<file path="src/rtl/riscv_trace_monitor.sv">
// Trace monitor for a RISC-V core: captures retired PCs into a circular
// buffer while running, stops on a self-loop (the same PC retired
// repeatedly) or on a cycle budget, then lets the buffer be read out
// oldest-first.
module riscv_trace_monitor #(
   parameter int XLEN        = 32,
   parameter int DEPTH       = 16,
   parameter int HALT_REPEAT = 4,
   parameter int MAX_CYCLES  = 50
) (
   input  logic                     clk,
   input  logic                     reset,
   input  logic                     start_i,
   input  logic [XLEN-1:0]          pc_i,
   input  logic                     pc_valid_i,
   input  logic                     rd_en_i,
   output logic [XLEN-1:0]          rd_data_o,
   output logic                     rd_valid_o,
   output logic                     run_o,
   output logic                     done_o,
   output logic [1:0]               halt_cause_o,
   output logic [31:0]              cycle_cnt_o,
   output logic [$clog2(DEPTH):0]   entries_o,
   output logic                     overflow_o
);

   localparam int AW = $clog2(DEPTH);
   localparam int RW = $clog2(HALT_REPEAT + 1);

   localparam logic [AW:0]   FULL        = (AW + 1)'(DEPTH);
   localparam logic [RW-1:0] REP_HALT    = RW'(HALT_REPEAT);
   localparam logic [31:0]   CYCLE_LAST  = 32'(MAX_CYCLES - 1);
   localparam logic [1:0]    CAUSE_LOOP  = 2'b01;
   localparam logic [1:0]    CAUSE_TIME  = 2'b10;

   typedef enum logic [1:0] {S_IDLE, S_RUN, S_DONE} state_t;

   state_t            state, next_state;
   logic [XLEN-1:0]   mem [DEPTH];
   logic [AW-1:0]     wr_ptr, rd_ptr;
   logic [RW-1:0]     rep_cnt, rep_next;
   logic [XLEN-1:0]   last_pc;
   logic              loop_hit, time_hit;
   logic              capture, start_run, do_read;

   assign capture   = (state == S_RUN) && pc_valid_i;
   assign start_run = (state != S_RUN) && start_i;
   assign do_read   = (state == S_DONE) && !start_i && rd_en_i && (entries_o != '0);

   assign run_o  = (state == S_RUN);
   assign done_o = (state == S_DONE);

   // State register.
   // NOTE: every clocked process uses non-blocking assignments so all
   // registers sample the same pre-edge values regardless of block order.
   always_ff @(posedge clk or posedge reset) begin
      if (reset) state <= S_IDLE;
      else       state <= next_state;
   end

   // Next state, repeat-count update and halt detection.
   // NOTE: every output of this block gets a default first so no path can
   // leave a value unassigned and infer a latch.
   always_comb begin
      next_state = state;
      rep_next   = rep_cnt;
      loop_hit   = 1'b0;
      time_hit   = 1'b0;
      case (state)
         S_IDLE: if (start_i) next_state = S_RUN;
         S_RUN: begin
            if (pc_valid_i) begin
               // rep_cnt==0 marks the first valid PC of the run.
               rep_next = (rep_cnt != '0 && pc_i == last_pc) ? rep_cnt + 1'b1 : RW'(1);
               loop_hit = (rep_next == REP_HALT);
            end
            time_hit = (cycle_cnt_o == CYCLE_LAST);
            if (loop_hit || time_hit) next_state = S_DONE;
         end
         S_DONE: if (start_i) next_state = S_RUN;
         default: next_state = S_IDLE;
      endcase
   end

   // Trace storage write port.
   // NOTE: the buffer array has no reset; entries are only ever read after
   // being written in the current run, so stale contents are never seen.
   always_ff @(posedge clk) begin
      if (capture) mem[wr_ptr] <= pc_i;
   end

   // Pointers, counters, status and readout.
   always_ff @(posedge clk or posedge reset) begin
      if (reset) begin
         wr_ptr       <= '0;
         rd_ptr       <= '0;
         entries_o    <= '0;
         cycle_cnt_o  <= '0;
         overflow_o   <= 1'b0;
         halt_cause_o <= 2'b00;
         rep_cnt      <= '0;
         last_pc      <= '0;
         rd_data_o    <= '0;
         rd_valid_o   <= 1'b0;
      end else begin
         rd_valid_o <= 1'b0;
         if (start_run) begin
            wr_ptr       <= '0;
            rd_ptr       <= '0;
            entries_o    <= '0;
            cycle_cnt_o  <= '0;
            overflow_o   <= 1'b0;
            halt_cause_o <= 2'b00;
            rep_cnt      <= '0;
         end else if (state == S_RUN) begin
            cycle_cnt_o <= cycle_cnt_o + 1'b1;
            if (pc_valid_i) begin
               wr_ptr  <= wr_ptr + 1'b1;
               last_pc <= pc_i;
               rep_cnt <= rep_next;
               if (entries_o == FULL) begin
                  // Full: the write lands on the oldest entry, so drop it.
                  rd_ptr     <= rd_ptr + 1'b1;
                  overflow_o <= 1'b1;
               end else begin
                  entries_o <= entries_o + 1'b1;
               end
            end
            // Self-loop wins when both limits are hit on the same edge.
            if (loop_hit)      halt_cause_o <= CAUSE_LOOP;
            else if (time_hit) halt_cause_o <= CAUSE_TIME;
         end else if (do_read) begin
            rd_data_o  <= mem[rd_ptr];
            rd_valid_o <= 1'b1;
            rd_ptr     <= rd_ptr + 1'b1;
            entries_o  <= entries_o - 1'b1;
         end
      end
   end

endmodule

</file>
<file path="config.mk">
export PLATFORM = sky130hd
export DESIGN_NAME = riscv_trace_monitor
export DESIGN_NICKNAME = d
export VERILOG_FILES = /design/src/rtl/riscv_trace_monitor.sv
export SDC_FILE = /design/constraint.sdc
export NUM_CORES = 1
export LEC_CHECK = 0
export CAP_MARGIN = 10
export CELL_PAD_IN_SITES_DETAIL_PLACEMENT = 1
export CELL_PAD_IN_SITES_GLOBAL_PLACEMENT = 1
export CORE_ASPECT_RATIO = 1.75
export CORE_MARGIN = 3
export CORE_UTILIZATION = 40
export CTS_BUF_LIST = sky130_fd_sc_hd__clkbuf_16
export DETAILED_ROUTE_END_ITERATION = 8
export GPL_ROUTABILITY_DRIVEN = 0
export HOLD_SLACK_MARGIN = 0.03
export MAX_ROUTING_LAYER = met4
export PLACE_DENSITY_LB_ADDON = 0.12
export SLEW_MARGIN = 40
export SYNTH_ARGS = -nofsm -noshare
export SYNTH_HDL_FRONTEND = slang
export SYNTH_SLANG_ARGS = --single-unit
</file>
<file path="constraint.sdc">
create_clock -name clk -period 4.5 [get_ports clk]
set_clock_uncertainty 0.2 [all_clocks]
set_input_delay 1.125 -clock clk [delete_from_list [all_inputs] [get_ports clk]]
set_output_delay 1.125 -clock clk [all_outputs]
set_load 0.02 [all_outputs]
</file>
[Word level (Yosys, flattened, before mapping)]
Memories as Yosys holds them, arrays and structs flattened. A register that Yosys moved wholly into a read port is not among the register bits.
Index checks and enable logic that the tools add are counted.
Operators by class
  add/subtract/negate cells: 6
  reduce and logical (&&, ||, !) cells: 25
  bitwise logic cells: 2
  eq/ne operators: 12
  multiplexer cells: 39
Operators with widths (number)
  two-way mux 32 bit: 2
  adder 32 x 1 -> 32 bit, second input constant: 1
  equality test 32 bit: 1
  equality test 32 x 6 -> 1 bit, second input constant: 1
  two-way mux 4 bit: 8
  two-way mux 5 bit: 5
  AND reduction 3 bit: 5
  two-way mux 1 bit: 13
  two-way mux 2 bit: 6
  two-way mux 3 bit: 4
  nonzero test 3 bit: 3
  adder 4 x 1 -> 4 bit, second input constant: 2
  logical AND 1 bit: 6
  != test 2 x 1 -> 1 bit, second input constant: 3
  AND reduction 2 bit: 3
  nonzero test 2 bit: 3
  adder 5 x 1 -> 5 bit, second input constant: 1
  equality test 5 bit, second input constant: 1
  nonzero test 5 bit: 1
  subtractor 5 x 1 -> 5 bit, second input constant: 1
  case mux 2 bit (2 select lines): 1
  adder 3 x 1 -> 3 bit, second input constant: 1
  equality test 3 bit, second input constant: 1
  != test 3 x 1 -> 1 bit, second input constant: 1
  9 further kinds: 10
Word-level totals
  register bits after elaboration: 86
  word-level logic and storage cells: 95
  output and inout port bits: 75
  memories kept: 1
  bits in writable memories: 512
Memories
  mem: words 16, width 32, rd ports 1, clocked after Yosys merged registers in 1, wr ports 1, RTL line 39  | logic [XLEN-1:0] mem [DEPTH];

[Logic depth before layout (Yosys ltp)]
  depth after elaboration: 10
  depth in mapped cells: 11
  gate-level depth less buffers: 9

[Worst setup path before layout]
Ideal clock, no wire load.
  kind: reg-to-reg
  start point: reg state[1]
  end point: mem mem[10][0], enable pin
  period minus slack after synthesis: 3.209 ns
  setup time: 0.392 ns
  slack: 1.291 ns
  arrival: 2.617 ns
  cell stages (with the launch flop): 8
  required time: 3.908 ns
  cells stage by stage: dfrtp_1 > nand2b_1 > clkbuf_1 > inv_2 > clkbuf_1 > nand2_1 > nor3b_1 > and2_1
Between the ends
  cells in the longest elaborated chain, start to end: 4
RTL lines
  from (decl): RTL line 38  | state_t state, next_state;
  from (signal assigned): RTL line 58  | else state <= next_state;
  equality test 2 x 1 -> 1 bit
  net run_o: RTL line 19  | output logic run_o,
  logical AND 1 bit: RTL line 46  | assign capture = (state == S_RUN) && pc_valid_i;
  two-way mux 1 bit: RTL line 89  | if (capture) mem[wr_ptr] <= pc_i;
  two-way mux 1 bit (implied by the code): RTL line 89
  to (decl): RTL line 39
The timed path passes the listed nets, and every way through them passes these cells.

[Worst setup path after layout]
  start point: reg state[0]
  end point: out run_o
Between the ends
  cells in the longest elaborated chain, start to end: 1
RTL lines
  equality test 2 x 1 -> 1 bit: RTL line 50  | assign run_o = (state == S_RUN);
  to (decl): RTL line 19
Every way passes these cells.

==> results.toml <==
[final_layout]
regArea_mm2 = 0.01834
fillCellCount = 5664
nNetsFinal = 1524
final_common_cell = "edfxtp_1"
area_delta_synth_final_pct = 17.65
multi_input_area_mm2 = 0.006279
layout_common_cells = "512 x edfxtp_1, 160 x mux4_2, 150 x nand2_1"
layout-drive-gt1-share = 0.2403
antenna_cells = 0

[worst_setup_path]
slowest_stage = "clkdlybuf4s50_1"
slowest_delay_ps = 700
start_kind = "flip-flop"
r2r_cells = 4
criticalPathCategory = "flip-flop to primary output"
worst-path-max-fanout = 13
r2r-end = "rd_data_o[2]$_DFFE_PP0P_"
critPathBufInv = 2
path_delay_family = "buffers and inverters"
cp.required_ps = 3170
cp-end-kind = "primary output"
reg2reg_slack_ps = 1410
worstReg2RegStart = "rd_ptr[0]$_DFFE_PP0P_"
arrival_ps = 2200
crit_chain = "nand2b_1 > inv_2 > clkdlybuf4s50_1"

[hold_path]
holdPathStages = 2
hold_class = "flip-flop to flip-flop"
hp-start = "last_pc[6]$_DFFE_PP0P_"
holdPathEnd = "last_pc[6]$_DFFE_PP0P_"

[routing]
drc = 0
via_per_inst = 5.449
wl_per_cell_um = 27.59
drt_iter0_drc = 807
antenna_left = 0
wirelength_um = 63900
drt_first_pass_iters = 4
vias = 12620

[synthesis]
synth.area.top_cells = "edfxtp_1 62%, mux4_2 14%, dfrtp_1 12%"
synth_largest_area_cell = "edfxtp_1"
synth-async-reset-ratio = 0.1873
ys_ff_latch = 630
ys_types = 49
syn_inst = 1287
synth-edff-count = 512
yosys_warnings = 0
yosysSeqAreaShare = 0.7349
synth_ff_type = "edfxtp_1"
synth_area_per_cell_um2 = 19.38
netlist.area_leader.share = 0.6165
syn_nets = 1337
syn_area_mm2 = 0.02494

[global_route]
grt_use_total = 0.2032
antenna_found_initial = 1
first_global_vias = 14220
grt_max_degree = 57
grt_pass1_wl_um = 95350
grt_overflow = 0

[clock_tree]
cts-buffers-inserted = 58
cts_sinks = 630
holdBufCountCts = 0
cts-resized-gates = 0
htreeDepth = 2
clk_pin_slew_ps = 70
clk_path_buf_depth = 3
postCtsSetupBuffers = 0
clock_latency_ps = 600
root_buffer = "clkbuf_16"
cts_tree = "yes"

[sta]
tns_ps = 0
fin_ws_ps = 976.6
finalCritPeriodShare = 0.7830
slew_headroom = 0.4135
worstMarginPinSlew_ps = 871.7
slew_viol_final = 0
setup_viol = 0
period_minus_slack_ps = 3523
hold_viol = 0
rsz0062_at_grt = "false"
fmax_mhz = 283.8

[floorplanning]
num_io_pins = 112
dieArea_mm2 = 0.06550
coreArea_mm2 = 0.06141
die_h_um = 336.3
initial_utilization = 0.4061
die_x_um = 194.8
num_rows = 120

[power]
power_density_mw_per_mm2 = 530.7
ir_worst_vdd_mv = 0.3284
power.leakage_nw = 10.21

[place]
place_ws_ps = 812.2
place_hpwl_um = 39580
portBuffers = 111

[outcome]
status = "finished clean"

[run]
cap_violations = 0
synthesized netlist by cell type (11+ instances only):
library cell / count
edfxtp_1: 512
nand2_1: 150
buf_1: 11
nand3_1: 19
clkbuf_1: 26
o21ai_0: 21
xnor2_1: 23
mux2i_1: 18
buf_6: 11
mux4_2: 160
nand4_1: 12
xor2_1: 18
mux2_2: 31
ha_1: 12
and2_1: 17
nor2_1: 20
dfrtp_1: 118
inv_1: 16
registers in the layout, indices dropped and copies added, names as in the netlist:
name and flops:
rd_valid_o 1, state 2, mem 512, rd_data_o 32, entries_o 5, wr_ptr 4
rd_ptr 4, halt_cause_o 2, rep_cnt 3, cycle_cnt_o 32, last_pc 32, overflow_o 1
kinds of logic after synthesis:
kind of cell    share of synthesized area
fa+ha+maj                        0.006823
mux                                0.1657
buf+inv                           0.01490
compound gates                    0.01420
simple gates                      0.04907
xor+xnor                          0.01440
flops                              0.7349
power by group:
part | total [W] | internal, W | switching (W)
combinational | 0.00355 | 0.00185 | 0.00171
sequential | 0.00723 | 0.00677 | 0.000459
clock | 0.00479 | 0.00265 | 0.00214
stage by stage:
step / area [um2] / total power, W / instances / util / hold WS (ps)
final: 29340 / 0.01557 / 2316 / 0.4778 / 296.8
after global routing: 29340 / 0.01627 / 2316 / 0.4778 / 324.2
after CTS: 29340 / 0.01584 / 2316 / 0.4778 / 300.5
after detailed placement: 27520 / 0.01103 / 2207 / 0.4481 / 284.6
after global placement: 27480 / 0.01097 / 2205 / 0.4475 / 261.7
after floorplan: 24940 / 0.009714 / 1287 / - / 265.5
worst register-to-register path, cell delays in order, from the launching register on:
cell	delay, ps
dfrtp_4	850
buf_4	520
mux4_2	600
mux4_2	530
mux2_2	280
routing by layer:
layer / global-route usage / share of wire
met1: 0.2389 / 0.39
met2: 0.3700 / 0.55
met3: 0.02406 / 0.028
met4: 0.05708 / 0.027
met5: - / 0
worst max-delay path by stage:
| stage | start | endpoint | slack (ps) | depth (start not counted) |
|---|---|---|---|---|
| global route | state[0]$_DFFE_PP0P_ | run_o | 880 | 3 |
| CTS | state[0]$_DFFE_PP0P_ | run_o | 920 | 3 |
| finish | state[0]$_DFFE_PP0P_ | run_o | 980 | 3 |
| detailed placement | pc_i[14] | state[0]$_DFFE_PP0P_ | 810 | 7 |
| floorplan | reset | cycle_cnt_o[0]$_DFFE_PP0N_ | 50 | 1 |
| global placement | pc_i[14] | state[0]$_DFFE_PP0P_ | 820 | 7 |
final cells by class:
class / count / share of cell area
Inverter: 17 / 0.002345
Sequential cell: 630 / 0.6252
Clock buffer: 59 / 0.05032
Timing Repair Buffer: 184 / 0.06260
Clock inverter: 50 / 0.01177
Multi-Input combinational cell: 583 / 0.2140
Tap cell: 793 / 0.03382
No activity file was read; power rests on OpenSTA's default activity.
